`src/rtl/multi_warp_scheduler_if.sv`:
```
// Core-side control bus of the multi-warp scheduler: kernel launch, fetch and LSU handshake, lane PCs.
// Optional divergence_error signal is present only when DIVERGENCE_CHECK_EN is defined.
interface multi_warp_scheduler_if #(
   parameter int WARP_SIZE = 4,
   parameter int MAX_WARPS = 4,
   parameter int PC_BITS   = 8,
   parameter int TC_BITS   = 8
);
   localparam int WID_BITS = (MAX_WARPS > 1) ? $clog2(MAX_WARPS) : 1;

   logic                         start;
   logic [TC_BITS-1:0]           thread_count;
   logic                         instruction_ready;
   logic                         decoded_done;
   logic [WARP_SIZE-1:0]         lsu_busy;
   logic [WARP_SIZE*PC_BITS-1:0] next_pc;
   logic                         fetch_enable;
   logic [PC_BITS-1:0]           fetch_pc;
   logic [WID_BITS-1:0]          current_warp_id;
   logic [WARP_SIZE-1:0]         active_mask;
   logic [2:0]                   core_state;
   logic                         done;
`ifdef DIVERGENCE_CHECK_EN
   logic                         divergence_error;
`endif

   modport slave (
      input  start, thread_count, instruction_ready, decoded_done, lsu_busy, next_pc,
      output fetch_enable, fetch_pc, current_warp_id, active_mask, core_state, done
`ifdef DIVERGENCE_CHECK_EN
      , output divergence_error
`endif
   );

   modport master (
      output start, thread_count, instruction_ready, decoded_done, lsu_busy, next_pc,
      input  fetch_enable, fetch_pc, current_warp_id, active_mask, core_state, done
`ifdef DIVERGENCE_CHECK_EN
      , input divergence_error
`endif
   );
endinterface

```
`src/rtl/multi_warp_scheduler.sv`:
```
// Round-robin warp scheduler: per-warp PCs/done flags and the core pipeline FSM.
// Define DIVERGENCE_CHECK_EN to add the sticky divergence_error output.
module multi_warp_scheduler #(
   parameter int WARP_SIZE = 4,
   parameter int MAX_WARPS = 4,
   parameter int PC_BITS   = 8,
   parameter int TC_BITS   = 8
) (
   input logic                    clk,
   input logic                    reset,
   multi_warp_scheduler_if.slave  bus
);
   localparam int WID_BITS  = (MAX_WARPS > 1) ? $clog2(MAX_WARPS) : 1;
   localparam int LANE_BITS = $clog2(WARP_SIZE);
   localparam int WCW       = TC_BITS + 1;
   localparam int IW        = WID_BITS + 1;

   typedef enum logic [2:0] {
      S_IDLE, S_FETCH, S_DECODE, S_REQUEST, S_WAIT, S_EXECUTE, S_UPDATE, S_DONE
   } state_t;

   state_t               state_reg;
   logic [PC_BITS-1:0]   pc_reg [MAX_WARPS];
   logic [MAX_WARPS-1:0] warp_done_reg;
   logic [WID_BITS-1:0]  cur_reg;
   logic [TC_BITS-1:0]   tc_reg;
   logic                 fetch_enable_reg;
   logic                 done_reg;

   logic [WCW-1:0]       warps_raw;
   logic [WCW-1:0]       warps_sat;
   logic [MAX_WARPS-1:0] launch_done;
   logic [MAX_WARPS-1:0] done_after;
   logic [WARP_SIZE-1:0] mask_w;
   logic                 in_kernel;
   logic                 next_found;
   logic [WID_BITS-1:0]  next_warp;
   logic [IW-1:0]        scan_idx;

   assign warps_raw = ({1'b0, bus.thread_count} + WCW'(WARP_SIZE - 1)) >> LANE_BITS;
   assign warps_sat = (warps_raw > WCW'(MAX_WARPS)) ? WCW'(MAX_WARPS) : warps_raw;
   assign in_kernel = (state_reg != S_IDLE) && (state_reg != S_DONE);

   genvar gi;
   generate
      for (gi = 0; gi < MAX_WARPS; gi++) begin : g_warp
         // Warps with no threads start out retired so the round-robin skips them.
         assign launch_done[gi] = (WCW'(gi) >= warps_sat);
      end
      for (gi = 0; gi < WARP_SIZE; gi++) begin : g_lane
         assign mask_w[gi] = in_kernel && ((32'(cur_reg) * WARP_SIZE + gi) < 32'(tc_reg));
      end
   endgenerate

`ifdef DIVERGENCE_CHECK_EN
   logic                 div_reg;
   logic [WARP_SIZE-1:0] lane_diff;
   generate
      for (gi = 0; gi < WARP_SIZE; gi++) begin : g_div
         assign lane_diff[gi] = mask_w[gi] &&
                                (bus.next_pc[gi*PC_BITS +: PC_BITS] != bus.next_pc[PC_BITS-1:0]);
      end
   endgenerate
   assign bus.divergence_error = div_reg;
`else
   logic unused_lane_pcs;
   assign unused_lane_pcs = ^bus.next_pc;
`endif

   assign done_after = warp_done_reg |
                       (bus.decoded_done ? (MAX_WARPS'(1) << cur_reg) : '0);

   // Scan from the farthest candidate back to current+1 so the nearest live warp wins.
   always_comb begin
      next_found = 1'b0;
      next_warp  = cur_reg;
      scan_idx   = '0;
      for (int k = MAX_WARPS; k >= 1; k--) begin
         scan_idx = {1'b0, cur_reg} + IW'(k);
         if (scan_idx >= IW'(MAX_WARPS)) scan_idx = scan_idx - IW'(MAX_WARPS);
         if (!done_after[scan_idx[WID_BITS-1:0]]) begin
            next_found = 1'b1;
            next_warp  = scan_idx[WID_BITS-1:0];
         end
      end
   end

   always_ff @(posedge clk or negedge reset) begin
      if (!reset) begin
         state_reg        <= S_IDLE;
         for (int w = 0; w < MAX_WARPS; w++) pc_reg[w] <= '0;
         warp_done_reg    <= '0;
         cur_reg          <= '0;
         tc_reg           <= '0;
         fetch_enable_reg <= 1'b0;
         done_reg         <= 1'b0;
`ifdef DIVERGENCE_CHECK_EN
         div_reg          <= 1'b0;
`endif
      end else begin
         case (state_reg)
            S_IDLE: if (bus.start) begin
               tc_reg <= bus.thread_count;
`ifdef DIVERGENCE_CHECK_EN
               div_reg <= 1'b0;
`endif
               if (warps_sat == '0) begin
                  state_reg <= S_DONE;
                  done_reg  <= 1'b1;
               end else begin
                  for (int w = 0; w < MAX_WARPS; w++) pc_reg[w] <= '0;
                  warp_done_reg    <= launch_done;
                  cur_reg          <= '0;
                  fetch_enable_reg <= 1'b1;
                  state_reg        <= S_FETCH;
               end
            end
            S_FETCH: if (bus.instruction_ready) begin
               fetch_enable_reg <= 1'b0;
               state_reg        <= S_DECODE;
            end
            S_DECODE:  state_reg <= S_REQUEST;
            S_REQUEST: state_reg <= S_WAIT;
            S_WAIT: if ((bus.lsu_busy & mask_w) == '0) state_reg <= S_EXECUTE;
            S_EXECUTE: state_reg <= S_UPDATE;
            S_UPDATE: begin
               warp_done_reg <= done_after;
               // Lane 0 of any scheduled warp always holds a valid thread.
               if (!bus.decoded_done) begin
                  pc_reg[cur_reg] <= bus.next_pc[PC_BITS-1:0];
`ifdef DIVERGENCE_CHECK_EN
                  if (|lane_diff) div_reg <= 1'b1;
`endif
               end
               if (next_found) begin
                  cur_reg          <= next_warp;
                  fetch_enable_reg <= 1'b1;
                  state_reg        <= S_FETCH;
               end else begin
                  done_reg  <= 1'b1;
                  state_reg <= S_DONE;
               end
            end
            S_DONE: if (!bus.start) begin
               done_reg  <= 1'b0;
               state_reg <= S_IDLE;
            end
            default: state_reg <= S_IDLE;
         endcase
      end
   end

   assign bus.fetch_enable    = fetch_enable_reg;
   assign bus.fetch_pc        = pc_reg[cur_reg];
   assign bus.current_warp_id = cur_reg;
   assign bus.active_mask     = mask_w;
   assign bus.core_state      = state_reg;
   assign bus.done            = done_reg;
endmodule

```
`src/flat_wrapper.sv`:
```
// flat-port wrapper written by rule: the top's interface ports become plain ports
module multi_warp_scheduler_flat 
#(
   parameter int WARP_SIZE = 4,
   parameter int MAX_WARPS = 4,
   parameter int PC_BITS   = 8,
   parameter int TC_BITS   = 8
)
  (clk, reset, bus_start, bus_thread_count, bus_instruction_ready, bus_decoded_done, bus_lsu_busy, bus_next_pc, bus_fetch_enable, bus_fetch_pc, bus_current_warp_id, bus_active_mask, bus_core_state, bus_done);
  multi_warp_scheduler_if #(.WARP_SIZE(WARP_SIZE), .MAX_WARPS(MAX_WARPS), .PC_BITS(PC_BITS), .TC_BITS(TC_BITS)) bus_i ();
  input logic clk;
  input logic reset;
  input wire logic [$bits(bus_i.start)-1:0] bus_start;
  input wire logic [$bits(bus_i.thread_count)-1:0] bus_thread_count;
  input wire logic [$bits(bus_i.instruction_ready)-1:0] bus_instruction_ready;
  input wire logic [$bits(bus_i.decoded_done)-1:0] bus_decoded_done;
  input wire logic [$bits(bus_i.lsu_busy)-1:0] bus_lsu_busy;
  input wire logic [$bits(bus_i.next_pc)-1:0] bus_next_pc;
  output wire logic [$bits(bus_i.fetch_enable)-1:0] bus_fetch_enable;
  output wire logic [$bits(bus_i.fetch_pc)-1:0] bus_fetch_pc;
  output wire logic [$bits(bus_i.current_warp_id)-1:0] bus_current_warp_id;
  output wire logic [$bits(bus_i.active_mask)-1:0] bus_active_mask;
  output wire logic [$bits(bus_i.core_state)-1:0] bus_core_state;
  output wire logic [$bits(bus_i.done)-1:0] bus_done;
  assign bus_i.start = bus_start;
  assign bus_i.thread_count = bus_thread_count;
  assign bus_i.instruction_ready = bus_instruction_ready;
  assign bus_i.decoded_done = bus_decoded_done;
  assign bus_i.lsu_busy = bus_lsu_busy;
  assign bus_i.next_pc = bus_next_pc;
  assign bus_fetch_enable = bus_i.fetch_enable;
  assign bus_fetch_pc = bus_i.fetch_pc;
  assign bus_current_warp_id = bus_i.current_warp_id;
  assign bus_active_mask = bus_i.active_mask;
  assign bus_core_state = bus_i.core_state;
  assign bus_done = bus_i.done;
  multi_warp_scheduler #(.WARP_SIZE(WARP_SIZE), .MAX_WARPS(MAX_WARPS), .PC_BITS(PC_BITS), .TC_BITS(TC_BITS)) u_core (.clk(clk), .reset(reset), .bus(bus_i));
endmodule
```
`config.mk`:
```
export PLATFORM = sky130hd
export DESIGN_NAME = multi_warp_scheduler_flat
export DESIGN_NICKNAME = d
export VERILOG_FILES = /design/src/rtl/multi_warp_scheduler_if.sv /design/src/rtl/multi_warp_scheduler.sv /design/src/flat_wrapper.sv
export SDC_FILE = /design/constraint.sdc
export NUM_CORES = 1
export LEC_CHECK = 0
export CAP_MARGIN = 5
export CORE_ASPECT_RATIO = 0.9
export CORE_MARGIN = 10
export CORE_UTILIZATION = 40
export CTS_CLUSTER_DIAMETER = 30
export CTS_CLUSTER_SIZE = 30
export DETAILED_ROUTE_END_ITERATION = 7
export HOLD_SLACK_MARGIN = 0.15
export PLACE_DENSITY = 0.69
export SLEW_MARGIN = 20
export SYNTH_ARGS = -nofsm -noshare
export SYNTH_HDL_FRONTEND = slang
export SYNTH_SLANG_ARGS = --single-unit
```
`constraint.sdc`:
```
create_clock -name clk -period 2.6 [get_ports clk]
set_input_delay 0.39 -clock clk [delete_from_list [all_inputs] [get_ports clk]]
set_output_delay 0.39 -clock clk [all_outputs]
set_load 0.005 [all_outputs]
```
==> results by group, run 1 <==
Status
  – Status: completed

Critical path
  – Critical Path Fanout Max: 13
  – Crit path kind: flop to output pin
  – Critical path arrival: 2.11 ns
  – R2r setup slk: 0.24 ns
  – Data required, critical path: 2.21 ns
  – CP max-delay cell: mux4_2
  – Reg-to-reg endpoint: u_core.bus.current_warp_id[0]$_DFFE_PN0P_
  – CP startpoint kind: flop
  – CP endpoint kind: output pin
  – Reg2reg start: u_core.bus.current_warp_id[0]$_DFFE_PN0P_
  – Cell chain of the critical path: buf_6 > buf_4 > mux4_2 > clkdlybuf4s50_1
  – Worst path max stage delay: 0.51 ns
  – R2R depth: 9

Floorplanning
  – Die H: 101 um
  – Die area: 11100 um^2
  – Die width: 110 um
  – # rows: 29
  – Initial Util: 41.4%
  – Core ar.: 7080 um^2
  – IO Count: 68

Detailed routing
  – WL per Instance: 15.5 um
  – Via Count: 2438
  – WL final: 7000 um
  – Drt initial violations: 113
  – ANT nets after route: 0
  – DRC: 0
  – Drt first pass iters: 4
  – DR vias/cell: 5.39

Timing
  – # setup viols final: 0
  – Final Skew: 0.00830 ns
  – Setup tns final: 0 ns
  – Tightest Pin Transition: 0.581 ns
  – Min cycle time layout: 2.50 ns
  – Hold WS: 0.515 ns
  – Hold Vio Cnt, Final: 0
  – Final period util: 96.0%
  – Max-slew violations: 0
  – FMAX: 400 MHz
  – RSZ-0062 raised after global routing: false
  – Rel. slew slack: 61.3%

Cells and area
  – Layout cells sized above 1: 15.6%
  – Core Util, Final: 51.6%
  – Commonest non-fill, non-tap cell in the layout: nand2_1
  – Max reg flops: 32
  – Area Growth Syn to Fin: 24.8%
  – Filler instances: 642
  – Sequential cell area: 1280 um^2
  – Number of antenna diodes: 0
  – Nets: 414
  – Multi-input logic area: 1510 um^2
  – Design area: 3650 um^2
  – Most frequent cells in the layout: 72 x nand2_1, 51 x dfrtp_1, 40 x clkdlybuf4s50_1

Global route
  – First-pass GRT wire length: 11400 um
  – Antenna violations before repair: 0
  – Vias in the first global route: 2368
  – Met2 usage: 20.8%
  – Total global routing overflow: 0
  – Met3 Usage GRT: 2.92%
  – Busiest grt layer: met2
  – M1 GR Usage: 16.3%
  – GRT Total Usage: 12.7%
  – Largest net degree at the start of global routing: 52

Synth
  – Post-synthesis compound-gate area fraction: 18.3%
  – Async set-reset flop share out of synthesis: 100%
  – Largest family of logic cells by synthesized area: simple AND/OR/NAND/NOR gates
  – Net Count, Synth: 368
  – Fraction of the mapped netlist area in adder cells: 2.99%
  – Multiplexer share of the synthesized area: 10.7%
  – Mapped Cells: 312
  – Number of synthesized flops with an enable pin: 0
  – Ys flop type: dfrtp_1
  – Post-Synth XOR/XNOR Area: 0%
  – Average size of a mapped cell: 9.38 um^2
  – Unique cell type count in the Yosys netlist: 47
  – Sequential area share after synthesis: 43.6%
  – Synthesis Warnings: 0
  – Flip-flop and latch count after synthesis: 51
  – Syn Std Cell Area: 2930 um^2
  – Post-Synth Simple-Gate Area: 18.8%

Clock network
  – Clock-pin slew on the worst setup and hold paths: 0.09 ns
  – CTS tree: yes
  – Number of buffers created by CTS: 5
  – Clk buf depth: 2
  – CTS Root Cell: clkbuf_8
  – Clock sink total: 51
  – Clk_lat worst skew: 0.31 ns
  – H-tree levels: 2

Worst hold path
  – Worst Hold Path EP: u_core.bus.fetch_enable$_DFFE_PN0P_
  – Hold Crit Start: u_core.bus.fetch_enable$_DFFE_PN0P_
  – Worst hold path class: flop to flop
  – Hold Path Depth: 2

Place
  – Placed Area: 3480 um^2
  – Post-detail-place hpwl: 5080 um
  – Port Buffer Count: 43
  – Final GP Congestion: 0.807

Pwr
  – Leakage: 0.00149 uW
  – Power Dens Cells: 974 nW/um^2
  – Final total power: 3560 uW
  – Peak VDD IR: 0.000306 V

Run
  – Maxcap violations: 0
[through the flow]
step	std cells	setup WS (ns)
2_1_floorplan	312	0.234
3_3_place_gp	438	0.228
3_5_place_dp	438	0.200
4_1_cts	449	0.00421
5_1_grt	452	0.00982
6_report	452	0.103
[critical path, delay by kind of cell, from the launching register on]
| kind | cells | cell delay (ns) |
|---|---|---|
| buffers and inverters | 3 | 0.89 |
| muxes | 1 | 0.51 |
| DFF | 1 | 0.41 |
[Yosys cell counts (6+ instances only)]
cell type,n,area [um^2]
a21oi_1,16,80.1
clkbuf_1,13,48.8
dfrtp_1,51,1280
ha_1,7,87.6
inv_1,9,33.8
mux2_2,6,67.6
mux4_2,10,225
nand2_1,72,270
nor2_1,9,33.8
o21ai_0,31,155
o21ai_1,10,50.1
[power breakdown]
part	leakage [uW]	switching (uW)	total [uW]	internal, uW
Sequential	0.000679	201	1210	1010
Combinational	0.000763	867	1860	993
Clock	0.0000516	267	485	218
Total	0.00149	1340	3560	2220
[how the worst max path moves through the flow]
stage	start	to	cells after the start
4_1_cts	u_core.bus.current_warp_id[0]$_DFFE_PN0P_	bus_active_mask[2]	7
5_1_grt	u_core.bus.current_warp_id[0]$_DFFE_PN0P_	bus_fetch_pc[1]	4
2_1_floorplan	u_core.bus.current_warp_id[0]$_DFFE_PN0P_	u_core.bus.current_warp_id[0]$_DFFE_PN0P_	8
3_5_place_dp	bus_thread_count[0]	u_core.pc_reg[20]$_DFFE_PN0P_	7
3_3_place_gp	bus_thread_count[0]	u_core.bus.core_state[1]$_DFFE_PN0P_	6
6_report	u_core.bus.current_warp_id[0]$_DFFE_PN0P_	bus_fetch_pc[1]	4
[area by class of cell]
class                           count  share of cell area [%]
Clock buffer                        6                    2.26
Clock inverter                      2                   0.377
Inverter                            9                   0.925
Multi-Input combinational cell    230                    41.3
Sequential cell                    51                    34.9
Tap cell                           93                    3.18
Timing Repair Buffer               61                    17.0
[repair_timing]
action,in CTS,in global routing
hold buffers,1,0
pin swaps,2,3
setup endpoints to repair,2,3
setup buffers,2,3
gates resized for setup,4,6
endpoints found under the hold margin,51,0
[per-layer routing]
layer  vias up  wire length (um)
met3         6               340
met5         -                 0
met2        51              3450
li1       1201                 -
met4         0                85
met1      1180              3130
[cell families (layout without fill, tap and decap cells)]
| family | Yosys count | after routing |
|---|---|---|
| compound gates | 89 | 89 |
| fa+ha+maj | 7 | 7 |
| buf+inv | 31 | 78 |
| flops | 51 | 51 |
| mux | 18 | 18 |
| simple gates | 116 | 116 |
(Power assumes the default switching activity.)
==> run 2: changes to the inputs <==
--- a/config.mk
+++ b/config.mk
@@ -12,7 +12,7 @@
 export CTS_CLUSTER_DIAMETER = 30
 export CTS_CLUSTER_SIZE = 30
 export DETAILED_ROUTE_END_ITERATION = 7
-export HOLD_SLACK_MARGIN = 0.15
+export GPL_TIMING_DRIVEN = 0
 export PLACE_DENSITY = 0.69
 export SLEW_MARGIN = 20
 export SYNTH_ARGS = -nofsm -noshare
==> run 2 against run 1 <==
Combinational power is essentially flat. Clock power is 13% lower. Die area stayed put. Largest power group unchanged. Setup slack lost 0.025 ns. Fmax down 0.99%. Sequential power about the same. Routed wire length up 5.8%. Sequential share of layout area up 0.68 points. Global-route usage increased by 1.2 points. Core utilization decreased by 0.94 points. Critical path type unchanged. Final cell count rose by 1.1%. Flip-flop and latch count stayed put.
==> results by group, run 2 (synthesized netlist as in run 1, its figures left out) <==
Clock network
  – Number of buffers created by CTS: 5 (unchanged)
  – Clk_lat worst skew: 0.30 ns (about the same)
  – H-tree levels: 2 (unchanged)
  – # hold bufs at CTS: 0 (-1)
  – Clock sink total: 51 (unchanged)
  – Clock-pin slew on the worst setup and hold paths: 0.08 ns (about the same)
  – CTS tree: yes
  – CTS Root Cell: clkbuf_8
  – Clk buf depth: 2 (unchanged)

Floorplanning
  – IO Count: 68 (unchanged)
  – Die width: 110 um (unchanged)
  – Initial Util: 41.4% (unchanged)
  – Die H: 101 um (unchanged)
  – Die area: 11100 um^2 (unchanged)
  – Core ar.: 7080 um^2 (unchanged)
  – # rows: 29 (unchanged)

Critical path
  – Data required, critical path: 2.21 ns (about the same)
  – Crit path kind: flop to output pin
  – CP startpoint kind: flop
  – CP endpoint kind: output pin
  – Critical path arrival: 2.13 ns (+0.02 ns)
  – Critical Path Fanout Max: 8 (-5)

Timing
  – Tightest Pin Transition: 0.650 ns (+0.0687 ns)
  – Final Skew: 0.00852 ns (+0.000221 ns)
  – Final period util: 97.0% (+0.96 points)
  – Max-slew violations: 0 (unchanged)
  – Post-route setup slack: 0.0780 ns (-0.0251 ns)
  – FMAX: 397 MHz (-0.99%)
  – Rel. slew slack: 56.7% (-4.6 points)
  – Setup tns final: 0 ns (unchanged)
  – RSZ-0062 raised after global routing: true
  – Hold Vio Cnt, Final: 0 (unchanged)
  – Min cycle time layout: 2.52 ns (+0.0251 ns)
  – # setup viols final: 0 (unchanged)

Detailed routing
  – WL per Instance: 16.2 um (+4.6%)
  – Via Count: 2537 (+4.1%)
  – Drt initial violations: 195 (+73%)
  – DR vias/cell: 5.55 (+2.9%)
  – WL final: 7410 um (+5.8%)
  – Drt first pass iters: 5 (+1)
  – DRC: 0 (unchanged)
  – ANT nets after route: 0 (unchanged)

Cells and area
  – Max reg flops: 32 (unchanged)
  – Layout cells sized above 1: 13.7% (-1.9 points)
  – Design area: 3590 um^2 (-1.8%)
  – Commonest non-fill, non-tap cell in the layout: nand2_1
  – Nets: 421 (+1.7%)
  – Most frequent cells in the layout: 72 x nand2_1, 50 x dfrtp_1, 39 x clkdlybuf4s50_1
  – Filler instances: 680 (+5.9%)
  – Area Growth Syn to Fin: 22.6%
  – Number of antenna diodes: 0 (unchanged)
  – Core Util, Final: 50.7% (-0.94 points)

Worst hold path
  – Worst hold path class: input pin to async pin

Place
  – Post-detail-place hpwl: 5490 um (+7.9%)
  – Port Buffer Count: 42 (-2.3%)
  – Final GP Congestion: 0.911 (+13%)
  – Placed Area: 3460 um^2 (-0.50%)
  – Pre-CTS setup slack: -0.390 ns (-0.589 ns)

Pwr
  – Leakage: 0.00144 uW (-3.3%)
  – Final total power: 3450 uW (-3.0%)
  – Peak VDD IR: 0.000303 V (-0.79%)
  – Power Dens Cells: 962 nW/um^2 (-1.2%)

Global route
  – Vias in the first global route: 2493 (+5.3%)
  – Largest net degree at the start of global routing: 52 (unchanged)
  – Total global routing overflow: 0 (unchanged)
  – GRT Total Usage: 13.9% (+1.2 points)
  – Antenna violations before repair: 0 (unchanged)
  – First-pass GRT wire length: 12600 um (+9.9%)

Run
  – Maxcap violations: 0 (unchanged)

Status
  – Status: completed
run 2: power breakdown:
group	leakage, uW	switching, uW	internal (uW)
clock	0.0000361	245	179
combinational	0.000730	899	934
sequential	0.000678	180	1010
total	0.00144	1320	2130
run 2: routing by layer:
layer	track usage [%]	wire length, um
met4	3.95	82
met1	19.2	3340
met3	2.48	416
met5	0	0
met2	22.0	3570
run 2: worst max-delay path: stages, from the launching register on:
cell	delay, ns
dfrtp_2	0.43
buf_8	0.15
inv_4	0.07
ha_1	0.25
nor2b_1	0.14
o21ai_1	0.15
a21oi_2	0.08
nor2_1	0.13
buf_4	0.12
o21a_1	0.10
dlygate4sd2_1	0.23
run 2: path summary, 6_finish.rpt:
path                                                        endpoint                                      start  slack (ns)  cells after the start
setup / recovery                                  bus_active_mask[2]  u_core.bus.current_warp_id[0]$_DFFE_PN0P_        0.08                     10
hold / removal                          u_core.tc_reg[5]$_DFFE_PN0P_                                      reset        0.11                      1
setup reg to reg                       u_core.pc_reg[22]$_DFFE_PN0P_       u_core.bus.core_state[0]$_DFFE_PN0P_        0.34                      6
hold reg to reg                  u_core.bus.fetch_enable$_DFFE_PN0P_        u_core.bus.fetch_enable$_DFFE_PN0P_        0.52                      2
max in group asynchronous  u_core.bus.current_warp_id[0]$_DFFE_PN0P_                                      reset        2.01                      1
min in group clk                 u_core.bus.fetch_enable$_DFFE_PN0P_        u_core.bus.fetch_enable$_DFFE_PN0P_        0.52                      2
run 2: per-stage QoR:
step | hold WS [ns] | cells
floorplan | 0.0944 | 312
global placement | 0.499 | 447
detailed placement | 0.460 | 447
CTS | 0.137 | 456
global route | 0.155 | 457
finish | 0.114 | 457
run 2: area by class of cell:
cell class	instances	area [um^2]	share of cell area (%)
timing repair buffer	46	445	12.4
sequential	51	1280	35.6
tap	93	116	3.24
multi-input combinational	230	1490	41.5
inverter	9	36.3	1.01
buffer	22	145	4.05
clock buffer	5	68.8	1.92
clock inverter	1	7.51	0.209
run 2: what timing repair did:
action	4_1_cts	5_1_grt
pin swaps	2	1
gates resized for setup	9	5
gates cloned	0	0
buffers inserted	3	1
setup endpoints to repair	14	10
==> run 3: changes to the inputs <==
--- a/config.mk
+++ b/config.mk
@@ -14,6 +14,7 @@
 export DETAILED_ROUTE_END_ITERATION = 7
 export GPL_TIMING_DRIVEN = 0
 export PLACE_DENSITY = 0.69
+export SKIP_LAST_GASP = 1
 export SLEW_MARGIN = 20
 export SYNTH_ARGS = -nofsm -noshare
 export SYNTH_HDL_FRONTEND = slang
==> run 3 against run 2 <==
Setup slack worse by 0.014 ns. Largest cell class unchanged. Sequential share of layout area hardly changed. Flip-flop and latch count did not move.
==> results by group, run 3 (synthesized netlist as in run 1, its figures left out) <==
Detailed routing
  – DR vias/cell: 5.50 (-0.95%)
  – Via Count: 2513 (-0.95%)
  – WL met1: 3300 um (-1.2%)
  – Drt initial violations: 215 (+10%)
  – DR WL met3: 455 um (+9.4%)
  – Met2 WL: 3550 um (-0.56%)
  – ANT nets after route: 0 (unchanged)
  – Uppermost layer routed: met4
  – Drt first pass iters: 4 (-1)
  – WL per Instance: 16.2 um (about the same)
  – WL final: 7410 um (about the same)
  – DRC: 0 (unchanged)

Critical path
  – Worst Setup EP: bus_active_mask[0]
  – Data required, critical path: 2.21 ns (about the same)
  – CP endpoint kind: output pin
  – R2R depth: 6 (unchanged)
  – Reg-to-reg endpoint: u_core.pc_reg[22]$_DFFE_PN0P_
  – Critical Path Fanout Max: 8 (unchanged)
  – CP startpoint kind: flop
  – Reg2reg start: u_core.bus.core_state[0]$_DFFE_PN0P_
  – R2r setup slk: 0.28 ns (-0.06 ns)
  – Critical Path Start: u_core.bus.current_warp_id[0]$_DFFE_PN0P_
  – Crit path kind: flop to output pin
  – Critical path arrival: 2.15 ns (+0.02 ns)

Floorplanning
  – Core ar.: 7080 um^2 (unchanged)
  – Die H: 101 um (unchanged)
  – Initial Util: 41.4% (unchanged)
  – IO Count: 68 (unchanged)
  – Die width: 110 um (unchanged)
  – # rows: 29 (unchanged)
  – Die area: 11100 um^2 (unchanged)

Cells and area
  – Most frequent cells in the layout: 72 x nand2_1, 50 x dfrtp_1, 39 x clkdlybuf4s50_1
  – Design area: 3580 um^2 (-0.10%)
  – Number of antenna diodes: 0 (unchanged)
  – Max reg flops: 32 (unchanged)
  – Nets: 421 (unchanged)
  – Filler instances: 680 (unchanged)
  – Area Growth Syn to Fin: 22.4%
  – Layout cells sized above 1: 13.5% (-0.27 points)
  – Commonest non-fill, non-tap cell in the layout: nand2_1
  – Core Util, Final: 50.6% (-0.053 points)

Clock network
  – Clk_lat worst skew: 0.30 ns (about the same)
  – CTS Root Cell: clkbuf_8
  – CTS tree: yes
  – Clock sink total: 51 (unchanged)
  – Clk buf depth: 2 (unchanged)
  – Number of buffers created by CTS: 5 (unchanged)
  – Clock-pin slew on the worst setup and hold paths: 0.08 ns (about the same)
  – H-tree levels: 2 (unchanged)
  – # hold bufs at CTS: 0 (unchanged)

Timing
  – # setup viols final: 0 (unchanged)
  – FMAX: 394 MHz (-0.56%)
  – Max-slew violations: 0 (unchanged)
  – Hold WS: 0.111 ns (-0.00214 ns)
  – Final period util: 97.5% (+0.54 points)
  – Setup tns final: 0 ns (unchanged)
  – Tightest Pin Transition: 0.644 ns (-0.00585 ns)
  – Min cycle time layout: 2.54 ns (+0.0141 ns)
  – Final Skew: 0.00755 ns (-0.000968 ns)
  – Rel. slew slack: 57.1% (+0.39 points)
  – RSZ-0062 raised after global routing: true
  – Post-route setup slack: 0.0639 ns (-0.0141 ns)
  – Hold Vio Cnt, Final: 0 (unchanged)

Pwr
  – Power Dens Cells: 962 nW/um^2 (about the same)
  – Peak VDD IR: 0.000304 V (+0.13%)
  – Clock power frac: 12.3% (about the same)
  – Net Sw Frac: 38.3% (-0.062 points)
  – Combinational share of power: 53.1% (about the same)
  – Internal: 2130 uW (about the same)
  – Sequential Power Share: 34.6% (about the same)
  – Leakage: 0.00144 uW (about the same)
  – Net Switching: 1320 uW (-0.30%)

Global route
  – GRT Total Usage: 13.9% (unchanged)
  – Largest net degree at the start of global routing: 52 (unchanged)
  – Total global routing overflow: 0 (unchanged)
  – First-pass GRT wire length: 12600 um (unchanged)
  – Antenna violations before repair: 0 (unchanged)
  – Vias in the first global route: 2493 (unchanged)

Run
  – Maxcap violations: 0 (unchanged)

Place
  – Pre-CTS setup slack: -0.390 ns (unchanged)
  – Placed Area: 3460 um^2 (unchanged)
  – Final GP Congestion: 0.911 (unchanged)
  – Port Buffer Count: 42 (unchanged)
  – Post-detail-place hpwl: 5490 um (unchanged)

Status
  – Status: completed

Worst hold path
  – Worst hold path class: input pin to async pin
[run 3: cell types whose count changed in the layout (fill, tap and decap cells not counted)]
| cell | change |
|---|---|
| a21oi_1 | +1 |
| a21oi_2 | -1 |
[run 3: routing by layer]
layer	vias to the layer above	GRT usage [%]
met5	-	0
met4	0	3.95
met3	9	2.48
met2	65	22.0
met1	1221	19.2
li1	1218	-
[run 3: critical path: stages, from the launching register on]
cell and delay (ns):
dfrtp_2 0.39, buf_8 0.14, inv_4 0.05, ha_1 0.30, nand3b_1 0.09, o21ai_0 0.28, a21oi_1 0.12, clkdlybuf4s50_1 0.47
[run 3: power by group through the flow]
stage	clock network, uW	registers, uW	logic (uW)
floorplan	0	1160	1150
global route	471	1230	2030
global placement	0	1200	1730
finish	423	1190	1830
CTS	436	1190	1810
detailed placement	0	1210	1760
[run 3: worst min path at each step]
stage                                        startpoint                                   end  cells past startpoint
finish                                            reset          u_core.tc_reg[5]$_DFFE_PN0P_                      1
global route                                      reset          u_core.tc_reg[7]$_DFFE_PN0P_                      1
detailed placement                                reset          u_core.tc_reg[5]$_DFFE_PN0P_                      1
floorplan                                         reset  u_core.bus.core_state[0]$_DFFE_PN0P_                      0
global placement    u_core.bus.fetch_enable$_DFFE_PN0P_   u_core.bus.fetch_enable$_DFFE_PN0P_                      2
CTS                                               reset          u_core.tc_reg[5]$_DFFE_PN0P_                      1
[run 3: per-stage QoR]
step | instances | power, uW
after floorplan | 312 | 2310
after global placement | 447 | 2930
after detailed placement | 447 | 2970
after CTS | 456 | 3440
after global routing | 457 | 3740
final | 457 | 3450
[run 3: what timing repair did]
action	4_1_cts	5_1_grt
pin swaps	2	1
endpoints found under the setup margin	14	10
resized for setup	9	4
setup buffers	3	1
[run 3: cell type report]
| class | count | area (um^2) | area share [%] |
|---|---|---|---|
| Multi-Input combinational cell | 230 | 1490 | 41.5 |
| Sequential cell | 51 | 1280 | 35.6 |
| Clock inverter | 1 | 7.51 | 0.209 |
| Inverter | 9 | 36.3 | 1.01 |
| Clock buffer | 5 | 68.8 | 1.92 |
| Buffer | 22 | 145 | 4.05 |
| Tap cell | 93 | 116 | 3.25 |
| Timing Repair Buffer | 46 | 445 | 12.4 |
